<file path="src/rtl/uart_rx_pkg.sv">
// Shared definitions for the UART receive path: state codes, defaults and the
// 3-sample majority helper used by the bit sampler.
package uart_rx_pkg;

  localparam int unsigned UARTRX_OVERSAMPLE  = 16;
  localparam int unsigned UARTRX_SYNC_STAGES = 2;
  localparam int unsigned UARTRX_DATA_W      = 8;

  typedef enum logic [2:0] {
    UARTRX_IDLE     = 3'd0,
    UARTRX_START    = 3'd1,
    UARTRX_DATA     = 3'd2,
    UARTRX_STOP     = 3'd3,
    UARTRX_WAITHIGH = 3'd4
  } uartRxState_t;

  function automatic logic majority3(input logic a, input logic b, input logic c);
    return (a & b) | (a & c) | (b & c);
  endfunction

endpackage

</file>
<file path="src/rtl/uart_rx_if.sv">
// Byte handshake between the UART receiver (master) and its register-side consumer.
interface uart_rx_if;
  import uart_rx_pkg::*;

  logic [UARTRX_DATA_W-1:0] rxData;
  logic                     rxReady;
  logic                     rxFrameErr;
  logic                     rxOverrun;
  logic                     rxBreak;
  logic                     rxRead;

  modport master (
    output rxData, rxReady, rxFrameErr, rxOverrun, rxBreak,
    input  rxRead
  );

  modport slave (
    input  rxData, rxReady, rxFrameErr, rxOverrun, rxBreak,
    output rxRead
  );

endinterface

</file>
<file path="src/rtl/uart_rx_sampler.sv">
// Line synchronizer plus majority vote over the three samples around mid-bit.
module uart_rx_sampler
  import uart_rx_pkg::*;
#(
  parameter  int unsigned OVERSAMPLE  = UARTRX_OVERSAMPLE,
  parameter  int unsigned SYNC_STAGES = UARTRX_SYNC_STAGES,
  localparam int unsigned CNT_W       = $clog2(OVERSAMPLE)
) (
  input  logic             clk,
  input  logic             reset,
  input  logic             sampleEn,
  input  logic             rxIn,
  input  logic [CNT_W-1:0] sampleCnt,
  output logic             rxSync,
  output logic             vote_c
);

  localparam int unsigned MID = OVERSAMPLE / 2;
  localparam logic [CNT_W-1:0] CNT_EARLY = CNT_W'(MID - 1);
  localparam logic [CNT_W-1:0] CNT_MID   = CNT_W'(MID);

  logic [SYNC_STAGES-1:0] syncQ;
  logic                   sampleEarly;
  logic                   sampleMid;

  // Idle-high synchronizer; the only consumer of the raw line.
  always_ff @(posedge clk) begin
    if (!reset) begin
      syncQ <= '1;
    end else begin
      syncQ <= {syncQ[SYNC_STAGES-2:0], rxIn};
    end
  end

  assign rxSync = syncQ[SYNC_STAGES-1];

  // The third vote sample is the live rxSync at mid+1.
  always_ff @(posedge clk) begin
    if (!reset) begin
      sampleEarly <= 1'b1;
      sampleMid   <= 1'b1;
    end else if (sampleEn) begin
      if (sampleCnt == CNT_EARLY) sampleEarly <= rxSync;
      if (sampleCnt == CNT_MID)   sampleMid   <= rxSync;
    end
  end

  assign vote_c = majority3(sampleEarly, sampleMid, rxSync);

endmodule

</file>
<file path="src/rtl/uart_rx.sv">
// 8N1 UART receiver: oversampled bit FSM, shift register and ready/read
// byte handshake with framing, overrun and break status.
module uart_rx
  import uart_rx_pkg::*;
#(
  parameter int unsigned OVERSAMPLE  = UARTRX_OVERSAMPLE,
  parameter int unsigned SYNC_STAGES = UARTRX_SYNC_STAGES
) (
  input  logic      clk,
  input  logic      reset,
  input  logic      sampleEn,
  input  logic      rxIn,
  uart_rx_if.master rxBus
);

  localparam int unsigned CNT_W = $clog2(OVERSAMPLE);
  localparam int unsigned MID   = OVERSAMPLE / 2;
  localparam logic [CNT_W-1:0] CNT_VOTE = CNT_W'(MID + 1);
  localparam logic [CNT_W-1:0] CNT_LAST = CNT_W'(OVERSAMPLE - 1);

  uartRxState_t             state;
  logic [CNT_W-1:0]         sampleCnt;
  logic [2:0]               bitIdx;
  logic [UARTRX_DATA_W-1:0] shiftReg;
  logic                     rxSync;
  logic                     vote_c;
  logic                     voteTick_c;
  logic                     byteDone_c;

  uart_rx_sampler #(
    .OVERSAMPLE  (OVERSAMPLE),
    .SYNC_STAGES (SYNC_STAGES)
  ) u_sampler (
    .clk       (clk),
    .reset     (reset),
    .sampleEn  (sampleEn),
    .rxIn      (rxIn),
    .sampleCnt (sampleCnt),
    .rxSync    (rxSync),
    .vote_c    (vote_c)
  );

  assign voteTick_c = sampleEn && (sampleCnt == CNT_VOTE);
  // Byte completes half a stop bit early so the next start edge is never missed.
  assign byteDone_c = voteTick_c && (state == UARTRX_STOP);

  always_ff @(posedge clk) begin
    if (!reset) begin
      state             <= UARTRX_IDLE;
      sampleCnt         <= '0;
      bitIdx            <= '0;
      shiftReg          <= '0;
      rxBus.rxData      <= '0;
      rxBus.rxReady     <= 1'b0;
      rxBus.rxFrameErr  <= 1'b0;
      rxBus.rxOverrun   <= 1'b0;
      rxBus.rxBreak     <= 1'b0;
    end else begin
      rxBus.rxBreak <= 1'b0;

      if (sampleEn) begin
        case (state)
          UARTRX_IDLE: begin
            if (!rxSync) begin
              state     <= UARTRX_START;
              sampleCnt <= '0;
            end
          end
          UARTRX_START: begin
            sampleCnt <= sampleCnt + 1'b1;
            if (sampleCnt == CNT_VOTE && vote_c) begin
              state <= UARTRX_IDLE;
            end else if (sampleCnt == CNT_LAST) begin
              state  <= UARTRX_DATA;
              bitIdx <= '0;
            end
          end
          UARTRX_DATA: begin
            sampleCnt <= sampleCnt + 1'b1;
            if (sampleCnt == CNT_VOTE) begin
              shiftReg <= {vote_c, shiftReg[UARTRX_DATA_W-1:1]};
            end
            if (sampleCnt == CNT_LAST) begin
              if (bitIdx == 3'd7) state <= UARTRX_STOP;
              else                bitIdx <= bitIdx + 3'd1;
            end
          end
          UARTRX_STOP: begin
            sampleCnt <= sampleCnt + 1'b1;
            if (sampleCnt == CNT_VOTE) begin
              state <= vote_c ? UARTRX_IDLE : UARTRX_WAITHIGH;
            end
          end
          UARTRX_WAITHIGH: begin
            if (rxSync) state <= UARTRX_IDLE;
          end
          default: state <= UARTRX_IDLE;
        endcase
      end

      // Handshake runs every clk, independent of sampleEn.
      if (byteDone_c) begin
        if (!rxBus.rxReady || rxBus.rxRead) begin
          rxBus.rxData     <= shiftReg;
          rxBus.rxFrameErr <= ~vote_c;
          rxBus.rxReady    <= 1'b1;
          if (rxBus.rxRead) rxBus.rxOverrun <= 1'b0;
        end else begin
          rxBus.rxOverrun <= 1'b1;
        end
        rxBus.rxBreak <= (shiftReg == '0) && !vote_c;
      end else if (rxBus.rxRead) begin
        rxBus.rxReady   <= 1'b0;
        rxBus.rxOverrun <= 1'b0;
      end
    end
  end

endmodule
</file>
<file path="src/flat_wrapper.sv">
// flat-port wrapper written by rule: the top's interface ports become plain ports
module uart_rx_flat import uart_rx_pkg::*;
#(
  parameter int unsigned OVERSAMPLE  = UARTRX_OVERSAMPLE,
  parameter int unsigned SYNC_STAGES = UARTRX_SYNC_STAGES
)
  (clk, reset, sampleEn, rxIn, rxBus_rxData, rxBus_rxReady, rxBus_rxFrameErr, rxBus_rxOverrun, rxBus_rxBreak, rxBus_rxRead);
  uart_rx_if rxBus_i ();
  input  logic clk;
  input  logic reset;
  input  logic sampleEn;
  input  logic rxIn;
  output wire logic [$bits(rxBus_i.rxData)-1:0] rxBus_rxData;
  output wire logic [$bits(rxBus_i.rxReady)-1:0] rxBus_rxReady;
  output wire logic [$bits(rxBus_i.rxFrameErr)-1:0] rxBus_rxFrameErr;
  output wire logic [$bits(rxBus_i.rxOverrun)-1:0] rxBus_rxOverrun;
  output wire logic [$bits(rxBus_i.rxBreak)-1:0] rxBus_rxBreak;
  input wire logic [$bits(rxBus_i.rxRead)-1:0] rxBus_rxRead;
  assign rxBus_rxData = rxBus_i.rxData;
  assign rxBus_rxReady = rxBus_i.rxReady;
  assign rxBus_rxFrameErr = rxBus_i.rxFrameErr;
  assign rxBus_rxOverrun = rxBus_i.rxOverrun;
  assign rxBus_rxBreak = rxBus_i.rxBreak;
  assign rxBus_i.rxRead = rxBus_rxRead;
  uart_rx #(.OVERSAMPLE(OVERSAMPLE), .SYNC_STAGES(SYNC_STAGES)) u_core (.clk(clk), .reset(reset), .sampleEn(sampleEn), .rxIn(rxIn), .rxBus(rxBus_i));
endmodule
</file>
<file path="config.mk">
export PLATFORM = sky130hd
export DESIGN_NAME = uart_rx_flat
export DESIGN_NICKNAME = d
export VERILOG_FILES = /design/src/rtl/uart_rx_pkg.sv /design/src/rtl/uart_rx_if.sv /design/src/rtl/uart_rx_sampler.sv /design/src/rtl/uart_rx.sv /design/src/flat_wrapper.sv
export SDC_FILE = /design/constraint.sdc
export NUM_CORES = 1
export LEC_CHECK = 0
export ABC_AREA = 1
export CAP_MARGIN = 20
export CORE_ASPECT_RATIO = 0.7
export CORE_MARGIN = 2
export CORE_UTILIZATION = 40
export DETAILED_ROUTE_END_ITERATION = 6
export PLACE_DENSITY = 0.69
export SYNTH_ARGS = -nofsm -noshare
export SYNTH_HDL_FRONTEND = slang
export SYNTH_HIERARCHICAL = 1
export SYNTH_SLANG_ARGS = --single-unit
export TNS_END_PERCENT = 20
</file>
<file path="constraint.sdc">
create_clock -name clk -period 1.95 [get_ports clk]
set_input_delay 0.39 -clock clk [delete_from_list [all_inputs] [get_ports clk]]
set_output_delay 0.39 -clock clk [all_outputs]
set_load 0.01 [all_outputs]
</file>
* Word level (Yosys, flattened, before mapping)
Cells that the tools add are included.
** Operators by class
- Reductions and logical operators :: 22
- $lt $le $gt $ge :: 0
- Muxes and demuxes :: 22
- Eq/ne operators :: 19
- $add $sub $neg :: 2
- $mul :: 0
- Bitwise operators :: 6
- Shift operators :: 0
- Divide/modulo/power cells :: 0
** Operator list (count)
- 2-to-1 mux 3 bit :: 12
- one-hot mux 3 bit (5 select lines) :: 1
- == test 4 bit, second input constant :: 3
- != test 2 bit, second input constant :: 5
- AND reduction 2 bit :: 5
- zero test 8 bit :: 1
- != test 2 x 1 -> 1 bit, second input constant :: 4
- one-hot mux 4 bit (2 select lines) :: 1
- AND reduction 7 bit :: 1
- == test 3 x 2 -> 1 bit, second input constant :: 2
- == test 3 bit, second input constant :: 2
- 2-to-1 mux 1 bit :: 6
- one-hot mux 3 bit (2 select lines) :: 1
- AND reduction 3 bit :: 2
- AND reduction 6 bit :: 1
- nonzero test 2 bit :: 3
- adder 4 x 1 -> 4 bit, second input constant :: 1
- == test 4 x 3 -> 1 bit, second input constant :: 1
- logical AND 1 bit :: 4
- 2-to-1 mux 4 bit :: 1
- adder 3 x 1 -> 3 bit, second input constant :: 1
- bitwise AND 1 bit :: 3
- == test 3 x 1 -> 1 bit, second input constant :: 1
- zero test 3 bit :: 1
- other kinds (6) :: 8
** Word-level totals
- Register bits after elaboration :: 34
- Memory bits (read-only) :: 0
- Bits in writable memories :: 0
- Bits in latches :: 0
- Memories :: 0
- Word-level logic and storage cells :: 83
- Output and inout port bits :: 12

* Logic depth before layout (Yosys ltp)
- Word-level depth :: 6
- Depth in mapped cells :: 10
- Mapped depth without buffers :: 10

* By module
Netlist, hierarchy kept.
** Modules (own cells, without submodules)
- uart_rx :: cells each 197, area an instance 1376.3 µm², instances 1
- uart_rx_sampler :: cells each 24, area an instance 171.4 µm², instances 1

* Worst setup path after synthesis
OpenSTA, ideal clock, no wires.
- Path type :: reg2reg
- Start point :: reg u_core.sampleCnt[0]
- End point :: reg u_core.bitIdx[0]
- Path slack :: 0.596 ns
- Setup time :: 0.113 ns
- Data arrival time :: 1.241 ns
- Data required time :: 1.837 ns
- Period minus slack after synthesis :: 1.354 ns
- Cell stages (with the launch flop) :: 11
- Cell sequence :: dfxtp_1 ha_1 nand2_1 nor2_4 inv_1 nand2_1 nand2_1 nor2_4 o21ai_1 nand2_1 nor2_1
** Between the ends
- Longest elaborated chain between the ends :: 4
** RTL lines
- start, declared :: line uart_rx.sv:22 : logic [CNT_W-1:0] sampleCnt;
- start signal, assigned :: line uart_rx.sv:70 : sampleCnt <= sampleCnt + 1'b1;
- start signal, assigned :: line uart_rx.sv:79 : sampleCnt <= sampleCnt + 1'b1;
- start signal, assigned :: line uart_rx.sv:89 : sampleCnt <= sampleCnt + 1'b1;
- == test 4 bit :: line uart_rx.sv:71 : if (sampleCnt == CNT_VOTE && vote_c) begin
- logical AND 1 bit :: line uart_rx.sv:71
- != test 2 bit (no source line)
- AND reduction 6 bit (no source line) *
- end signal, assigned :: line uart_rx.sv:85 : else bitIdx <= bitIdx + 3'd1;
- end, declared :: line uart_rx.sv:23 : logic [2:0] bitIdx;
Every way passes the cells marked *; elsewhere a longest branch is shown, timed or not.
A chain may end at the register's enable or synchronous reset.

* Worst setup path in the final report
- Start point :: reg u_core.rxBus.rxReady
- End point :: out rxBus_rxReady
** RTL lines
- start, declared :: line uart_rx_if.sv:13 : output rxData, rxReady, rxFrameErr, rxOverrun, rxBreak,
- start signal, assigned :: line uart_rx.sv:54 : rxBus.rxReady <= 1'b0;
- start signal, assigned :: line uart_rx.sv:106 : rxBus.rxReady <= 1'b1;
- start signal, assigned :: line uart_rx.sv:113 : rxBus.rxReady <= 1'b0;
- end, declared :: line flat_wrapper.sv:14 : output wire logic [$bits(rxBus_i.rxReady)-1:0] rxBus_rxReady;
No word-level cell between the ends.

==> flow_summary.json <==
{
  "post-dp-hpwl_um": 2318,
  "ys_seq_area_frac": 0.4398,
  "crit_slowest_cell": "clkdlybuf4s50_1",
  "die_x_um": 78.35,
  "critical_path_arrival_ns": 1.20,
  "multi_input_area_um2": 757.0,
  "grt_pass1_wl_um": 5430,
  "yosysWarnings": 6,
  "antenna_found_initial": 0,
  "final-seq-area_um2": 680.7,
  "synth_compound_area_frac": 0.1091,
  "n_fill_cell": 378,
  "post_cts_buffers": 0,
  "numCtsBuffers": 5,
  "drc": 0,
  "synth_mux_area_frac": 0,
  "initial_core_util": 0.4295,
  "hold_class": "register to register",
  "grt_use_met2": 0.2044,
  "avgSynthCellArea_um2": 7.003,
  "core-area_mm2": 0.003603,
  "final_util": 0.5205,
  "min_period_over_period": 0.8138,
  "drive_gt1_frac": 0.1143,
  "drt-total-wl_um": 3060,
  "yosys.area_share.adder": 0.03880,
  "fin_tns_setup_ns": 0,
  "crit_path_max_fanout": 3,
  "slowest_delay_ns": 0.55,
  "area_delta_synth_final_pct": 21.18,
  "status": "completed",
  "relSlewSlack": 0.8073,
  "setup_ws_ns": 0.3632,
  "hold_buffers": 0,
  "clkTransAtPathRegs_ns": 0.07,
  "cts_buffer_depth": 2,
  "clock_sinks": 34,
  "rsz0062_at_grt": "false",
  "grt_pass1_vias": 1191,
  "diodes": 0,
  "synthSimpleGateAreaFrac": 0.3411,
  "grt_util_all_layers": 0.1580,
  "place_ws_ns": 0.1944,
  "use_met3": 0.05032,
  "cp_num_buf_inv": 1,
  "synth_seq_cells": 34,
  "cp.required_ns": 1.56,
  "drt-wirelength-per-cell_um": 10.37,
  "p_per_area_mw_per_mm2": 1003,
  "synthXorXnorAreaFrac": 0,
  "die-area_mm2": 0.004391,
  "synth_area_mm2": 0.001548,
  "setup_viol": 0,
  "leakage_nw": 0.8101,
  "io_buffers": 16,
  "cp_top_family": "buffers and inverters",
  "worstSetupEndpointType": "output pin",
  "grt_use_met1": 0.2378,
  "root_buffer": "clkbuf_8",
  "crit_chain": "clkdlybuf4s50_1",
  "grt.busiest_layer": "met1",
  "post_drt_via_cell_ratio": 4.583,
  "drt-pass1-iter-count": 4,
  "criticalPathCategory": "register to output pin",
  "period_minus_slack_ns": 1.587,
  "final_area_mm2": 0.001876,
  "tritoncts": "done",
  "vdd_drop_max_uv": 524.6,
  "hold_ws_ns": 0.4052,
  "nets": 253,
  "finalPower_mw": 1.881,
  "critPathLaunchType": "register",
  "worst_clock_skew_ns": 0.007646,
  "hold_viol": 0,
  "overflow": 0,
  "grt_start_max_net_pins": 13,
  "syn_inst": 221,
  "placed_area_mm2": 0.001780,
  "maxCapViolations": 0,
  "drtIter0Drc": 60,
  "drv_slew": 0,
  "vias": 1352,
  "io_pins": 17,
  "final-instance-count-excl-fill": 295,
  "fmax_ghz": 0.6302,
  "syn_nets": 230,
  "ys_types": 27,
  "placedCellCount": 287,
  "cts-htree-levels": 2,
  "clock_latency_ns": 0.28,
  "synth_top_family_by_area": "simple AND/OR/NAND/NOR gates",
  "die_y_um": 56.05,
  "gp_congestion": 0.8806,
  "ant_nets": 0,
  "tightest_slew_ns": 0.2882,
  "cts_resized": 0,
  "placementRows": 18
}
sequential cells by signal (all words and copies together), names as in the netlist:
| register | flops |
|---|---|
| u_core/u_sampler/syncQ | 2 |
| u_core/u_sampler/sampleEarly | 1 |
| u_core/sampleCnt | 4 |
| u_core/rxBus.rxReady | 1 |
| u_core/rxBus.rxBreak | 1 |
| u_core/shiftReg | 8 |
| u_core/bitIdx | 3 |
| u_core/state | 3 |
| u_core/rxBus.rxFrameErr | 1 |
| u_core/rxBus.rxData | 8 |
| u_core/rxBus.rxOverrun | 1 |
| u_core/u_sampler/sampleMid | 1 |
Yosys cell counts, drive strengths merged:
cell type | instances | area [um^2]
a211oi | 2 | 15.01
nor4 | 1 | 6.260
or2 | 2 | 12.51
nand4 | 1 | 6.260
maj3 | 1 | 10.01
nand3 | 11 | 55.05
nor3 | 1 | 5.000
nand2 | 48 | 195.2
ha | 4 | 50.05
clkinv | 1 | 8.760
a31oi | 1 | 6.260
inv | 23 | 88.84
o21ai | 20 | 103.9
clkbuf | 2 | 7.510
dfxtp | 34 | 680.7
nor2 | 60 | 247.7
buf | 1 | 5.000
a21oi | 8 | 43.79
routing by layer:
layer,wire (um),part of all wire,vias up
met4,47,0.015,0
met1,1679,0.55,572
met3,196,0.064,4
met2,1136,0.37,34
li1,-,-,742
met5,0,0,-
cell type report:
class                      instances  share of cell area
clock inverter                     2            0.006671
multi-input combinational        160              0.4036
inverter                          24             0.05203
timing repair buffer              19             0.09740
clock buffer                       6             0.04403
tap                               50             0.03336
sequential                        34              0.3629
cell usage in the layout (no fill, tap or decap), types with 2 or more instances in the layout:
cell	count
nand3_1	11
dfxtp_1	34
nor2_2	3
inv_1	20
o21ai_0	17
or2_2	2
ha_1	4
a21oi_1	7
nor2_4	2
a211oi_1	2
nand2_2	3
o21ai_1	2
clkbuf_8	6
buf_4	3
nand2_1	44
clkdlybuf4s50_1	16
inv_2	2
nor2_1	55
final timing paths:
check                                               start                   endpoint  slack (ns)  depth (start not counted)
worst max-delay path                 u_core/rxBus.rxReady              rxBus_rxReady        0.36                          1
worst min-delay path            u_core/u_sampler/syncQ[0]  u_core/u_sampler/syncQ[1]        0.41                          2
worst max register to register        u_core/sampleCnt[0]            u_core/state[1]        0.38                          8
worst min register to register  u_core/u_sampler/syncQ[0]  u_core/u_sampler/syncQ[1]        0.41                          2
report_power, final:
| group | switching (mW) | total (mW) | internal, mW |
|---|---|---|---|
| Clock | 0.257 | 0.541 | 0.284 |
| Combinational | 0.332 | 0.516 | 0.184 |
| Sequential | 0.0703 | 0.825 | 0.755 |
| Total | 0.659 | 1.88 | 1.22 |
worst min-delay path, cell delays in order (launching register included):
cell	delay, ns
dfxtp_1	0.31
inv_1	0.03
nand2_1	0.04
kinds of logic (layout without fill, tap and decap cells):
group                    after synthesis  after routing
adder cells (fa/ha/maj)                5              5
AO/OA/AOI/OAI                         31             31
AND/OR/NAND/NOR                      124            124
flip-flops                            34             34
buffers and inverters                 27             51
Power figures use the tool's default switching activity.
